<file path="config.mk">
export PLATFORM = sky130hd
export DESIGN_NAME = ir_frame_scheduler
export DESIGN_NICKNAME = d
export VERILOG_FILES = /design/src/rtl/ir_pkg.sv /design/src/rtl/ir_frame_scheduler.sv
export SDC_FILE = /design/constraint.sdc
export NUM_CORES = 1
export LEC_CHECK = 0
export BUFFER_PORTS_ARGS = -buffer_cell sky130_fd_sc_hd__buf_2
export CAP_MARGIN = 20
export CORE_UTILIZATION = 50
export CTS_CLUSTER_SIZE = 40
export DETAILED_ROUTE_END_ITERATION = 8
export PLACE_DENSITY = 0.76
export REMOVE_ABC_BUFFERS = 1
export SETUP_SLACK_MARGIN = 0.15
export SYNTH_ARGS = -nofsm -noshare
export SYNTH_HDL_FRONTEND = slang
export SYNTH_SLANG_ARGS = --single-unit
</file>
<file path="constraint.sdc">
create_clock -name clk -period 5 [get_ports clk]
set_input_delay 0.5 -clock clk [delete_from_list [all_inputs] [get_ports clk]]
set_output_delay 0.5 -clock clk [all_outputs]
set_load 0.02 [all_outputs]
</file>
<file path="src/rtl/ir_pkg.sv">
// Shared constants, frame type and state encoding for the IR frame scheduler.
package ir_pkg;

    localparam logic [34:0] KEY_FRAME35 = 35'b10000010000100000000010000001010010;
    localparam logic [31:0] KEY_FRAME32 = 32'b00001000000001000000000000000110;
    localparam int unsigned FRAME_W     = 67;

    typedef logic [FRAME_W-1:0] frame_t;

    typedef enum logic [1:0] {
        ST_IDLE      = 2'd0,
        ST_ISSUE     = 2'd1,
        ST_WAIT_DONE = 2'd2,
        ST_GAP       = 2'd3
    } state_e;

    // Bit width able to hold values 0..n-1, never narrower than one bit.
    function automatic int unsigned cnt_width(input int unsigned n);
        return (n > 1) ? $clog2(n) : 1;
    endfunction

endpackage

</file>
<file path="src/rtl/ir_frame_scheduler.sv">
// IR frame scheduler: arbitrates key and settings frames, repeats each accepted
// frame with a fixed silence gap, and guards the transmitter with a timeout.
module ir_frame_scheduler
    import ir_pkg::*;
#(
    parameter int unsigned GAP_CYCLES     = 5000000,
    parameter int unsigned REPEAT         = 2,
    parameter int unsigned TIMEOUT_CYCLES = 31250000
) (
    input  logic        clk,
    input  logic        rst,
    input  logic        key_req,
    input  logic        cfg_valid,
    output logic        cfg_ready,
    input  logic [34:0] cfg_data35,
    input  logic [31:0] cfg_data32,
    output logic        tx_start,
    output logic [34:0] tx_data35,
    output logic [31:0] tx_data32,
    input  logic        tx_done,
    output logic        busy,
    output logic        err_timeout,
    output logic [7:0]  frames_sent
);

    localparam int unsigned CNT_SPAN = (GAP_CYCLES > TIMEOUT_CYCLES) ? GAP_CYCLES : TIMEOUT_CYCLES;
    localparam int unsigned CNT_W    = cnt_width(CNT_SPAN);
    localparam int unsigned REP_W    = cnt_width(REPEAT + 1);

    localparam logic [CNT_W-1:0] GAP_LAST  = CNT_W'(GAP_CYCLES - 1);
    localparam logic [CNT_W-1:0] TMO_LAST  = CNT_W'(TIMEOUT_CYCLES - 1);
    localparam logic [REP_W-1:0] REP_INIT  = REP_W'(REPEAT);
    localparam frame_t           KEY_FRAME = {KEY_FRAME35, KEY_FRAME32};

    state_e           state_q;
    logic             key_q;
    logic             key_pend_q;
    logic             last_valid_q;
    logic             tx_start_q;
    logic             err_q;
    frame_t           tx_data_q;
    frame_t           last_frame_q;
    logic [REP_W-1:0] rep_cnt_q;
    logic [CNT_W-1:0] cnt_q;
    logic [7:0]       frames_q;

    logic   key_evt;
    logic   pend_eff;
    logic   cfg_xfer;
    logic   cfg_dup;
    frame_t cfg_frame;

    assign key_evt   = key_req & ~key_q;
    // A key edge in this very cycle already counts as pending, so a settings
    // frame offered alongside it waits until the key frame has been sent.
    assign pend_eff  = key_pend_q | key_evt;
    assign cfg_ready = (state_q == ST_IDLE) & ~pend_eff;
    assign cfg_xfer  = cfg_valid & cfg_ready;
    assign cfg_frame = {cfg_data35, cfg_data32};
    assign cfg_dup   = last_valid_q & (cfg_frame == last_frame_q);

    assign tx_start    = tx_start_q;
    assign tx_data35   = tx_data_q[66:32];
    assign tx_data32   = tx_data_q[31:0];
    assign busy        = (state_q != ST_IDLE);
    assign err_timeout = err_q;
    assign frames_sent = frames_q;

    always_ff @(posedge clk or posedge rst) begin
        if (rst) begin
            state_q      <= ST_IDLE;
            key_q        <= 1'b0;
            key_pend_q   <= 1'b0;
            last_valid_q <= 1'b0;
            tx_start_q   <= 1'b0;
            err_q        <= 1'b0;
            // NOTE: tx_data and last_frame are plain registers, not memories, so they reset like any other state.
            tx_data_q    <= '0;
            last_frame_q <= '0;
            rep_cnt_q    <= '0;
            cnt_q        <= '0;
            frames_q     <= '0;
        end else begin
            // NOTE: non-blocking throughout, so every branch below sees pre-edge register values.
            key_q      <= key_req;
            key_pend_q <= pend_eff;
            tx_start_q <= 1'b0;

            case (state_q)
                ST_IDLE: begin
                    cnt_q <= '0;
                    if (pend_eff) begin
                        tx_data_q  <= KEY_FRAME;
                        key_pend_q <= 1'b0;
                        rep_cnt_q  <= REP_INIT;
                        tx_start_q <= 1'b1;
                        state_q    <= ST_ISSUE;
                    end else if (cfg_xfer && !cfg_dup) begin
                        tx_data_q  <= cfg_frame;
                        rep_cnt_q  <= REP_INIT;
                        tx_start_q <= 1'b1;
                        state_q    <= ST_ISSUE;
                    end
                end

                ST_ISSUE: begin
                    cnt_q   <= '0;
                    state_q <= ST_WAIT_DONE;
                end

                ST_WAIT_DONE: begin
                    if (tx_done) begin
                        frames_q     <= frames_q + 8'd1;
                        rep_cnt_q    <= rep_cnt_q - REP_W'(1);
                        last_frame_q <= tx_data_q;
                        last_valid_q <= 1'b1;
                        cnt_q        <= '0;
                        state_q      <= ST_GAP;
                    end else if (cnt_q == TMO_LAST) begin
                        // Abandon the whole frame: no further repeats after a hang.
                        err_q     <= 1'b1;
                        rep_cnt_q <= '0;
                        cnt_q     <= '0;
                        state_q   <= ST_GAP;
                    end else begin
                        cnt_q <= cnt_q + CNT_W'(1);
                    end
                end

                ST_GAP: begin
                    if (cnt_q == GAP_LAST) begin
                        cnt_q <= '0;
                        if (rep_cnt_q != '0) begin
                            tx_start_q <= 1'b1;
                            state_q    <= ST_ISSUE;
                        end else begin
                            state_q <= ST_IDLE;
                        end
                    end else begin
                        cnt_q <= cnt_q + CNT_W'(1);
                    end
                end

                default: state_q <= ST_IDLE;
            endcase
        end
    end

endmodule
</file>
==> results by group, run 1 <==
Job
  • Max-cap violations: 0

Power
  • Leakage power figure: 4.424 nW
  • IR drop worst, VDD: 0.0002630 V
  • Post-route total power: 5.552 mW
  • Cell Pwr Density: 602.7 nW/um^2

Synthesis
  • Synth warn: 0
  • Per-instance average area after synthesis: 12.30 um^2
  • Synth Flop Type: dfrtp_1
  • Post-synthesis cell area: 7660 um^2
  • Netlist cell types: 50
  • Count of flip-flops with a built-in enable after synthesis: 0
  • Portion of the post-synthesis area used by sequential elements: 57.50%
  • Async set-reset flop share out of synthesis: 100.0%
  • Gate Count Post-Synth: 623
  • Total of flip-flops plus latches after synthesis: 176

Final layout
  • Register area: 4404 um^2
  • Share of final-layout standard cells stronger than drive strength 1: 32.10%
  • # fillers: 1136
  • Area used by multi-input combinational logic: 3037 um^2
  • Ant. Diodes: 0
  • NumNets Final: 851
  • Syn-to-layout area delta: 20.25%
  • Cell area after layout: 9211 um^2

Place
  • Worst slack, placed: 1.517 ns
  • Number of buffers inserted by port buffering: 150
  • DP Area: 8596 um^2
  • Hpwl dp: 12720 um
  • Routability-driven placement congestion ratio: 0.8238

Timing
  • Achievable Freq: 0.3212 GHz
  • Setup TNS: 0 ns
  • Count of final hold-check violations: 0
  • Worst Slack Setup Final: 1.886 ns
  • Final setup skew: 0.006714 ns
  • Total count of max-transition violations in the final report: 0
  • Worst max-slew margin expressed relative to the limit: 29.58%
  • Count of endpoints failing setup in the final report: 0
  • Unrepaired setup endpoints after global routing: false
  • Tcrit/Tclk final: 62.27%
  • Shortest clock period the worst path allows after layout: 3.114 ns
  • Slew at the pin with the worst max-slew slack: 1.056 ns

CTS
  • Resized cells post-CTS: 0
  • Root Driver: clkbuf_16
  • Later-pin clock latency in the skew report: 0.42 ns
  • Clock buffer depth: 2
  • Register clock-pin slew on the reported worst setup and hold paths: 0.06 ns
  • # hold bufs at CTS: 0
  • H-Tree Depth: 4
  • Post CTS Setup Buffer Count: 0
  • Clock sink count: 176
  • Inserted Clock Buffers: 17
  • TritonCTS clock tree: done

Routing
  • DRT Wirelength: 17840 um
  • Total via count in the routed design: 5536
  • Remaining routing DRC violations: 0
  • Initial DRC count: 373
  • Number of iterations in the first detailed-routing pass: 5
  • Post-route antenna net violation count: 0
  • Via-to-Cell Ratio: 5.713
  • Routed length per instance: 18.41 um

Worst setup path
  • Endpoint type of the worst setup path: register
  • Critical path startpoint category: register
  • Crit path kind: reg -> reg
  • Data arrival time of the critical path: 3.40 ns
  • WP data required: 5.29 ns
  • Highest net fanout along the worst path: 43

Min path
  • Worst min path class: in -> async

Global routing
  • Global-route wire length before repair: 29050 um
  • Number of antenna violations at the first check in global routing: 0
  • Total grt overflow: 0
  • Number of global-route vias before repair: 5568
  • GRT Overall Usage: 23.88%
  • Maximum number of pins on one net before global-route repair: 87

Floorplanning
  • Starting density of the core: 51.92%
  • I/O pin count: 151
  • Area inside the core boundary: 14750 um^2
  • Die footprint: 15820 um^2
  • Horiz. Die Dim: 125.8 um
  • Site row count: 44
  • Die H: 125.8 um

Outcome
  • Status: complete, no violations
==> layer usage <==
layer	routed length (um)	vias to the layer above	share of wire, %	GRT usage [%]
met1	7709	2775	43	31.48
li1	-	2529	-	-
met3	1131	39	6.3	5.607
met5	0	-	0	0
met2	8454	193	47	37.61
met4	538	0	3.0	11.20
==> kinds of logic after synthesis <==
| logic type | count (synthesis) | share of synthesized area, % |
|---|---|---|
| AND/OR/NAND/NOR | 140 | 9.425 |
| XOR/XNOR | 73 | 8.347 |
| adder cells (fa/ha/maj) | 6 | 0.9800 |
| flip-flops | 176 | 57.50 |
| multiplexers | 57 | 8.380 |
| AO/OA/AOI/OAI | 115 | 12.33 |
| buffers and inverters | 56 | 3.038 |
==> registers in the layout, indices dropped and copies added, names as in the netlist <==
name,cells
key_pend_q,1
state_q,2
cnt_q,25
err_timeout,1
last_valid_q,1
tx_start,1
last_frame_q,67
rep_cnt_q,2
tx_data_q,67
key_q,1
frames_sent,8
==> layout make-up <==
| class | count | share of cell area [%] |
|---|---|---|
| clock buffer | 23 | 5.297 |
| clock inverter | 8 | 1.385 |
| inverter | 29 | 1.236 |
| multi-input combinational | 391 | 32.97 |
| sequential | 176 | 47.81 |
| tap | 184 | 2.499 |
| timing repair buffer | 158 | 8.802 |
==> cells in the final DEF (no fill, tap or decap), types with 8 or more instances in the layout <==
cell type	n
dfrtp_1	176
buf_2	150
a22o_1	59
mux2_2	56
xnor2_1	39
xor2_1	34
nor2_1	30
nand2_1	29
inv_1	28
clkbuf_16	17
o21ai_0	16
nand3_1	15
nor2b_1	12
nor4_1	11
nand4_1	11
o32a_1	10
buf_4	8
==> cell usage after synthesis (all sizes together), types with 7 or more instances <==
library cell	instances	area share (%)
a22o	59	6.7
buf	10	0.78
clkbuf	17	0.83
dfrtp	176	57
inv	29	1.4
mux2	57	8.4
nand2	30	1.5
nand3	15	0.98
nand4	11	0.90
nor2	32	1.6
nor2b	12	0.98
nor4	11	0.90
o21ai	16	1.0
o22ai	7	0.57
o32a	10	1.3
xnor2	39	4.5
xor2	34	3.9
==> worst max-delay path, cell delays in order (launching register included) <==
cell	delay [ns]
dfrtp_1	0.39
nor2b_1	0.14
a2111o_1	0.29
a2111oi_0	0.42
nand4_1	0.22
o41ai_4	0.27
a21o_2	0.77
buf_4	0.36
a21oi_1	0.11
==> power by group <==
part           switching [mW]  internal, mW  leakage (nW)
combinational            1.08         0.808          1.85
clock                   0.533         0.839         0.296
sequential              0.380          1.91          2.28
==> metrics by stage <==
step           util (%)  hold WS (ns)  cells
6_report          62.43        0.2314    969
5_1_grt           62.43        0.2355    969
4_1_cts           62.43        0.2359    969
3_5_place_dp      58.26        0.4586    938
3_3_place_gp      58.26        0.4464    938
2_1_floorplan         -        0.4331    596
==> worst paths after layout <==
| kind | startpoint | end | slack (ns) | depth (start not counted) |
|---|---|---|---|---|
| worst min register to register | cnt_q[0] | cnt_q[0] | 0.46 | 1 |
| min in group clk | key_req | key_q | 0.26 | 1 |
| max in group asynchronous | rst | last_frame_q[38] | 3.68 | 3 |
| worst max register to register | last_frame_q[14] | tx_start | 1.89 | 8 |
| worst max-delay path | last_frame_q[14] | tx_start | 1.89 | 8 |
| worst min-delay path | rst | last_frame_q[64] | 0.23 | 2 |
(Power assumes the default switching activity.)
==> run 2, diff against run 1 <==
==> constraint.sdc (replaced) <==
create_clock -name clk -period 2.65 [get_ports clk]
set_input_delay 0.265 -clock clk [delete_from_list [all_inputs] [get_ports clk]]
set_output_delay 0.265 -clock clk [all_outputs]
set_load 0.02 [all_outputs]
==> run 2 against run 1 <==
Combinational power increased by 100%. Power increased by 88%. The run now ends with hold timing left. Largest cell class unchanged. Via count increased by 1.6%. Non-clock buffer count increased by 16. Maximum frequency increased by 22%. Flip-flop and latch count unchanged. Critical path depth increased by 1. Clock-buffer cell count increased by 2. Clock skew increased by 0.0045 ns. Setup slack got worse by 1.8 ns.
==> results by group, run 2 (synthesized netlist as in run 1, its figures left out) <==
Outcome
  • Status: finished with violations
  • Violated checks: hold timing

Timing
  • Final setup skew: 0.01123 ns (+0.004517 ns)
  • Achievable Freq: 0.3930 GHz (+22%)
  • Tcrit/Tclk final: 96.03% (+34 points)
  • Count of final hold-check violations: 23 (+23)
  • Setup TNS: 0 ns (unchanged)
  • Worst Slack Setup Final: 0.1053 ns (-1.781 ns)
  • Worst max-slew margin expressed relative to the limit: 50.35% (+21 points)
  • Shortest clock period the worst path allows after layout: 2.545 ns (-0.5691 ns)
  • Total count of max-transition violations in the final report: 0 (unchanged)
  • Slew at the pin with the worst max-slew slack: 0.7447 ns (-0.3115 ns)
  • Tightest hold margin: -0.01767 ns (-0.2491 ns)
  • Count of endpoints failing setup in the final report: 0 (unchanged)
  • Unrepaired setup endpoints after global routing: true

Floorplanning
  • I/O pin count: 151 (unchanged)
  • Horiz. Die Dim: 125.8 um (unchanged)
  • Starting density of the core: 51.92% (unchanged)
  • Die footprint: 15820 um^2 (unchanged)
  • Site row count: 44 (unchanged)
  • Die H: 125.8 um (unchanged)
  • Area inside the core boundary: 14750 um^2 (unchanged)

Final layout
  • Area used by multi-input combinational logic: 3128 um^2 (+3.0%)
  • Regs by FF count: last_frame_q: 67 flops, tx_data_q: 67 flops, cnt_q: 25 flops
  • Share of final-layout standard cells stronger than drive strength 1: 34.50% (+2.4 points)
  • Syn-to-layout area delta: 23.95%
  • # fillers: 1134 (-0.18%)
  • Commonest cells after routing, fill and taps aside: dfrtp_1 (176), buf_2 (150), a22o_1 (59)
  • Register area: 4404 um^2 (unchanged)
  • Leading cell type in the layout, fill and taps excluded: dfrtp_1
  • NumNets Final: 867 (+1.9%)

Power
  • Leakage power figure: 4.527 nW (+2.3%)
  • Total net switching power: 3.852 mW (+93%)
  • Part of the total power dissipated in the clock network: 21.5% (-3.2 points)
  • Switching share of total power: 36.81% (+0.93 points)
  • IR drop worst, VDD: 0.0005662 V (+120%)
  • Share of power burned in registers: 41.5% (+0.2 points)
  • Internal power component: 6.612 mW (+86%)
  • Proportion of power drawn by combinational gates: 37.0% (+3.0 points)
  • Cell Pwr Density: 1102 nW/um^2 (+83%)
  • Post-route total power: 10.46 mW (+88%)

CTS
  • Clock sink count: 176 (unchanged)
  • TritonCTS clock tree: done
  • Register clock-pin slew on the reported worst setup and hold paths: 0.06 ns (about the same)
  • Post CTS Setup Buffer Count: 0 (unchanged)
  • Inserted Clock Buffers: 17 (unchanged)
  • Clock buffer depth: 2 (unchanged)
  • Later-pin clock latency in the skew report: 0.43 ns (about the same)
  • H-Tree Depth: 4 (unchanged)
  • Root Driver: clkbuf_16

Min path
  • Worst min path class: in -> async

Place
  • Worst slack, placed: 0.09839 ns (-1.419 ns)
  • Number of buffers inserted by port buffering: 150 (unchanged)
  • Hpwl dp: 13120 um (+3.2%)
  • Routability-driven placement congestion ratio: 0.8565 (+4.0%)

Routing
  • Total via count in the routed design: 5623 (+1.6%)
  • Post-route antenna net violation count: 0 (unchanged)
  • Routed length per instance: 19.03 um (+3.4%)
  • Remaining routing DRC violations: 0 (unchanged)
  • Initial DRC count: 468 (+25%)
  • DRT Wirelength: 18750 um (+5.1%)
  • Via-to-Cell Ratio: 5.709 (about the same)
  • Number of iterations in the first detailed-routing pass: 6 (+1)

Global routing
  • Maximum number of pins on one net before global-route repair: 82 (-5.7%)
  • Number of global-route vias before repair: 5852 (+5.1%)
  • GRT Overall Usage: 24.36% (+0.48 points)
  • Number of antenna violations at the first check in global routing: 2 (+2)
  • Total grt overflow: 0 (unchanged)
  • Global-route wire length before repair: 29870 um (+2.8%)

Worst setup path
  • Crit-path leading delay family: compound AO/OA/AOI/OAI gates
  • Crit path kind: reg -> reg
  • WP data required: 2.94 ns (-2.35 ns)
  • Buffers and inverters on the worst path: 2 (+1)
  • Highest net fanout along the worst path: 7 (-84%)
  • Data arrival time of the critical path: 2.84 ns (-0.56 ns)
  • Critical path startpoint category: register
  • Stage delay of the slowest cell on the critical path: 0.43 ns (-0.34 ns)
  • Slowest cell on crit path: a2111o_1
  • Endpoint type of the worst setup path: register
  • Cell chain of the critical path: nor2b_4, a2111o_1, nor4_4, nand4_1, o41ai_4, buf_4, nor2_4, buf_12, a22o_1

Job
  • Max-cap violations: 0 (unchanged)
## run 2: changes by cell type in the layout (fill, tap and decap cells not counted), moves of 2 or more
| cell | previous run | this run |
|---|---|---|
| buf_12 | 0 | 10 |
| nor4_4 | 0 | 2 |
| buf_4 | 8 | 10 |
| or4_4 | 0 | 2 |
| clkbuf_1 | 2 | 5 |
| nor4_1 | 11 | 8 |
| or4_1 | 2 | 0 |
| bufinv_16 | 3 | 0 |
| clkbuf_16 | 17 | 19 |
## run 2: area by class of cell
class	instances	area share [%]
flip-flops and latches	176	46.39
multi-input cells	391	32.95
repair buffers	174	11.56
clock buffers	25	5.113
well taps	184	2.425
inverters	29	1.199
clock inverters	5	0.3426
diodes	1	0.02636
## run 2: routing by layer
metal | global-route usage (%) | vias to the layer above | share of wire, %
li1 | - | 2565 | -
met1 | 30.73 | 2811 | 41
met2 | 40.88 | 204 | 50
met3 | 5.990 | 41 | 6.4
met4 | 8.930 | 2 | 2.1
met5 | 0 | - | 0.069
## run 2: repair_timing
action / in CTS / in global routing
pin swaps: 0 / 4
endpoints found under the hold margin: 1 / 0
endpoints found under the setup margin: 69 / 72
hold buffers: 1 / 0
gates resized for setup: 3 / 17
gates cloned: 0 / 2
## run 2: path summary, 6_finish.rpt
| path | from | to | slack (ns) | depth (start not counted) |
|---|---|---|---|---|
| max reg2reg | last_frame_q[15] | tx_data_q[34] | 0.11 | 9 |
| min reg2reg | cnt_q[0] | cnt_q[0] | 0.47 | 1 |
| min in group clk | cfg_data35[19] | tx_data_q[51] | 0.08 | 2 |
| min | rst | last_frame_q[64] | -0.02 | 2 |
| max in group asynchronous | rst | tx_data_q[33] | 1.92 | 3 |
| max | last_frame_q[15] | tx_data_q[34] | 0.11 | 9 |
## run 2: power by group through the flow
stage	registers [mW]	logic (mW)	clock network [mW]
floorplan	4.85	1.76	0
global placement	4.28	3.64	0
detailed placement	4.37	3.75	0
CTS	4.33	3.79	2.28
global route	4.46	4.15	2.38
finish	4.34	3.87	2.25
## run 2: through the flow
| step | instance area [um^2] | util [%] | instances |
|---|---|---|---|
| after floorplan | 7536 | - | 596 |
| after global placement | 8831 | 59.85 | 951 |
| after detailed placement | 8831 | 59.85 | 951 |
| after CTS | 9378 | 63.56 | 982 |
| after global routing | 9494 | 64.35 | 985 |
| final | 9494 | 64.35 | 985 |
==> run 3, diff against run 2 <==
--- a/config.mk
+++ b/config.mk
@@ -5,12 +5,14 @@
 export SDC_FILE = /design/constraint.sdc
 export NUM_CORES = 1
 export LEC_CHECK = 0
+export ABC_AREA = 1
+export ABC_CLOCK_PERIOD_IN_PS = 2650
 export BUFFER_PORTS_ARGS = -buffer_cell sky130_fd_sc_hd__buf_2
 export CAP_MARGIN = 20
-export CORE_UTILIZATION = 50
+export CORE_UTILIZATION = 51
 export CTS_CLUSTER_SIZE = 40
 export DETAILED_ROUTE_END_ITERATION = 8
-export PLACE_DENSITY = 0.76
+export PLACE_DENSITY = 0.77
 export REMOVE_ABC_BUFFERS = 1
 export SETUP_SLACK_MARGIN = 0.15
 export SYNTH_ARGS = -nofsm -noshare
==> run 3 against run 2 <==
The flow now finishes without violations. Hold slack improved by 0.076 ns. Non-clock buffer count fell by 10. Routed wire length rose by 5.9%. Highest routed layer is now met4.
==> results by group, run 3 <==
Synthesis
  • Synth Flop Type: dfrtp_1
  • Gate Count Post-Synth: 1083 (+74%)
  • Count of flip-flops with a built-in enable after synthesis: 0 (unchanged)
  • Netlist cell types: 35 (-30%)
  • Total of flip-flops plus latches after synthesis: 176 (unchanged)
  • Async set-reset flop share out of synthesis: 100.0% (unchanged)
  • Post-synth top area share: 52.37% (-5.1 points)
  • Per-instance average area after synthesis: 7.765 um^2 (-37%)
  • Most common cell in the synthesized netlist: nand2_1
  • Portion of the post-synthesis area used by sequential elements: 52.37% (-5.1 points)
  • Synth warn: 0 (unchanged)
  • Main area contributors after synthesis: dfrtp_1 (52%), nand2_1 (20%), inv_1 (5.7%), nor2_1 (4.6%), o21ai_0 (3.6%)
  • Top post-synthesis cells by count: nand2_1 (439), dfrtp_1 (176), inv_1 (128)
  • Post-synthesis cell area: 8409 um^2 (+9.8%)
  • Area leader, netlist: dfrtp_1

Routing
  • DRT Wirelength: 19840 um (+5.9%)
  • Post-route antenna net violation count: 0 (unchanged)
  • Total via count in the routed design: 7171 (+28%)
  • Remaining routing DRC violations: 0 (unchanged)
  • Initial DRC count: 538 (+15%)
  • Number of iterations in the first detailed-routing pass: 7 (+1)
  • Via-to-Cell Ratio: 4.898 (-14%)
  • Routed length per instance: 13.55 um (-29%)

Worst setup path
  • Highest net fanout along the worst path: 48 (+41)
  • Crit path kind: reg -> reg
  • Endpoint type of the worst setup path: register
  • Stage delay of the slowest cell on the critical path: 0.38 ns (-0.05 ns)
  • Cell chain of the critical path: inv_1, nand2_1, nand2_1, nor2_1, nand2_1, nor2_1, nand2_1, nor2_1, nand3_1, nand2_2, buf_4, nand2_2, nand2_2, buf_12, a21oi_1
  • Crit-path leading delay family: simple AND/OR/NAND/NOR gates
  • Most frequent cell on the critical path: nand2_1
  • Slowest cell on crit path: dfrtp_1
  • Data arrival time of the critical path: 2.62 ns (-0.22 ns)
  • Buffers and inverters on the worst path: 3 (+1)
  • Critical path startpoint category: register
  • WP data required: 2.95 ns (about the same)

Final layout
  • NumNets Final: 1312 (+51%)
  • Area used by multi-input combinational logic: 3323 um^2 (+6.2%)
  • Register area: 4404 um^2 (unchanged)
  • Regs by FF count: last_frame_q: 67 flops, tx_data_q: 67 flops, cnt_q: 25 flops
  • # fillers: 1407 (+24%)
  • Share of final-layout standard cells stronger than drive strength 1: 17.88% (-17 points)
  • Syn-to-layout area delta: 19.12%
  • Leading cell type in the layout, fill and taps excluded: nand2_1
  • Commonest cells after routing, fill and taps aside: nand2_1 (438), dfrtp_1 (176), buf_2 (150)

Place
  • Number of buffers inserted by port buffering: 150 (unchanged)
  • Routability-driven placement congestion ratio: 0.8855 (+3.4%)
  • Worst slack, placed: 0.3171 ns (+0.2188 ns)
  • Hpwl dp: 13790 um (+5.1%)

Power
  • IR drop worst, VDD: 0.0005180 V (-8.5%)
  • Post-route total power: 9.925 mW (-5.1%)
  • Cell Pwr Density: 990.8 nW/um^2 (-10%)
  • Leakage power figure: 5.402 nW (+19%)

CTS
  • H-Tree Depth: 4 (unchanged)
  • Register clock-pin slew on the reported worst setup and hold paths: 0.07 ns (about the same)
  • Root Driver: clkbuf_16
  • TritonCTS clock tree: done
  • Later-pin clock latency in the skew report: 0.43 ns (about the same)
  • Clock sink count: 176 (unchanged)
  • Clock buffer depth: 2 (unchanged)
  • Inserted Clock Buffers: 17 (unchanged)
  • Post CTS Setup Buffer Count: 0 (unchanged)

Timing
  • Slew at the pin with the worst max-slew slack: 0.5437 ns (-0.2011 ns)
  • Worst Slack Setup Final: 0.3360 ns (+0.2307 ns)
  • Count of final hold-check violations: 0 (-100%)
  • Final setup skew: 0.01284 ns (+0.001611 ns)
  • Total count of max-transition violations in the final report: 0 (unchanged)
  • Worst max-slew margin expressed relative to the limit: 63.76% (+13 points)
  • Count of endpoints failing setup in the final report: 0 (unchanged)
  • Tightest hold margin: 0.05811 ns (+0.07578 ns)
  • Shortest clock period the worst path allows after layout: 2.314 ns (-0.2307 ns)
  • Achievable Freq: 0.4321 GHz (+10%)
  • Tcrit/Tclk final: 87.32% (-8.7 points)
  • Unrepaired setup endpoints after global routing: true

Floorplanning
  • Starting density of the core: 52.56% (+0.64 points)
  • Die H: 130.4 um (+3.7%)
  • Site row count: 46 (+4.5%)
  • Area inside the core boundary: 16000 um^2 (+8.4%)
  • Die footprint: 17010 um^2 (+7.5%)
  • Horiz. Die Dim: 130.4 um (+3.7%)
  • I/O pin count: 151 (unchanged)

Global routing
  • Global-route wire length before repair: 32210 um (+7.8%)
  • Number of antenna violations at the first check in global routing: 1 (-1)
  • GRT Overall Usage: 24.75% (+0.38 points)
  • Maximum number of pins on one net before global-route repair: 101 (+23%)
  • Number of global-route vias before repair: 6746 (+15%)
  • Total grt overflow: 0 (unchanged)

Min path
  • Worst min path class: in -> reg

Outcome
  • Status: complete, no violations

Job
  • Max-cap violations: 0 (unchanged)
## run 3: routing by layer
| layer | vias up | GRT usage [%] | part of all wire, % |
|---|---|---|---|
| met5 | - | 0 | 0 |
| met4 | 0 | 9.195 | 2.1 |
| met3 | 31 | 5.171 | 5.3 |
| li1 | 3591 | - | - |
| met2 | 212 | 41.36 | 48 |
| met1 | 3337 | 31.85 | 44 |
## run 3: layout make-up
type | count | area share [%]
Inverter | 130 | 4.921
Clock inverter | 12 | 1.561
Antenna cell | 1 | 0.02498
Clock buffer | 20 | 4.559
Timing Repair Buffer | 164 | 9.093
Sequential cell | 176 | 43.97
Multi-Input combinational cell | 745 | 33.18
Tap cell | 216 | 2.698
## run 3: path summary, 6_finish.rpt
kind	start	end	slack (ns)	depth (start not counted)
worst max-delay path	last_frame_q[2]	tx_data_q[2]	0.34	15
worst min register to register	err_timeout	err_timeout	0.47	1
worst min-delay path	cfg_data35[19]	tx_data_q[51]	0.06	3
max in group asynchronous	rst	key_pend_q	1.40	4
min in group asynchronous	rst	last_frame_q[3]	0.43	3
worst max register to register	last_frame_q[2]	tx_data_q[2]	0.34	15
## run 3: worst register-to-register path, delay by kind of cell (launching register included)
kind            cells  cell delay [ns]
flops               1             0.38
compound gates      1             0.16
buf+inv             3             0.53
simple gates       11             1.14
## run 3: cells by family after synthesis
| family | share of synthesized area (%) |
|---|---|
| AOI/OAI and AO/OA | 4.940 |
| adders and majority gates | 0.8927 |
| xor gates and xnor gates | 3.749 |
| DFF | 52.37 |
| buffers and inverters | 8.139 |
| and+or+nand+nor | 29.91 |
## run 3: timing repair
action,4_1_cts,5_1_grt
hold buffers,2,0
endpoints found under the setup margin,0,1
gates resized for setup,0,0
hold endpoints to repair,55,0
## run 3: per-stage QoR
step / setup TNS (ns) / area [um^2] / instances / utilization [%]
after global placement: 0 / 9361 / 1428 / 58.51
after global routing: 0 / 10020 / 1464 / 62.61
after floorplan: -443.31 / 8213 / 1051 / -
final: 0 / 10020 / 1464 / 62.61
after CTS: 0 / 9995 / 1462 / 62.46
after detailed placement: 0 / 9361 / 1428 / 58.51
## run 3: power breakdown
| group | total (mW) | switching, mW | internal [mW] | leakage (nW) |
|---|---|---|---|---|
| Combinational | 3.33 | 2.21 | 1.12 | 2.83 |
| Sequential | 4.00 | 0.529 | 3.47 | 2.28 |
| Clock | 2.60 | 1.06 | 1.54 | 0.294 |
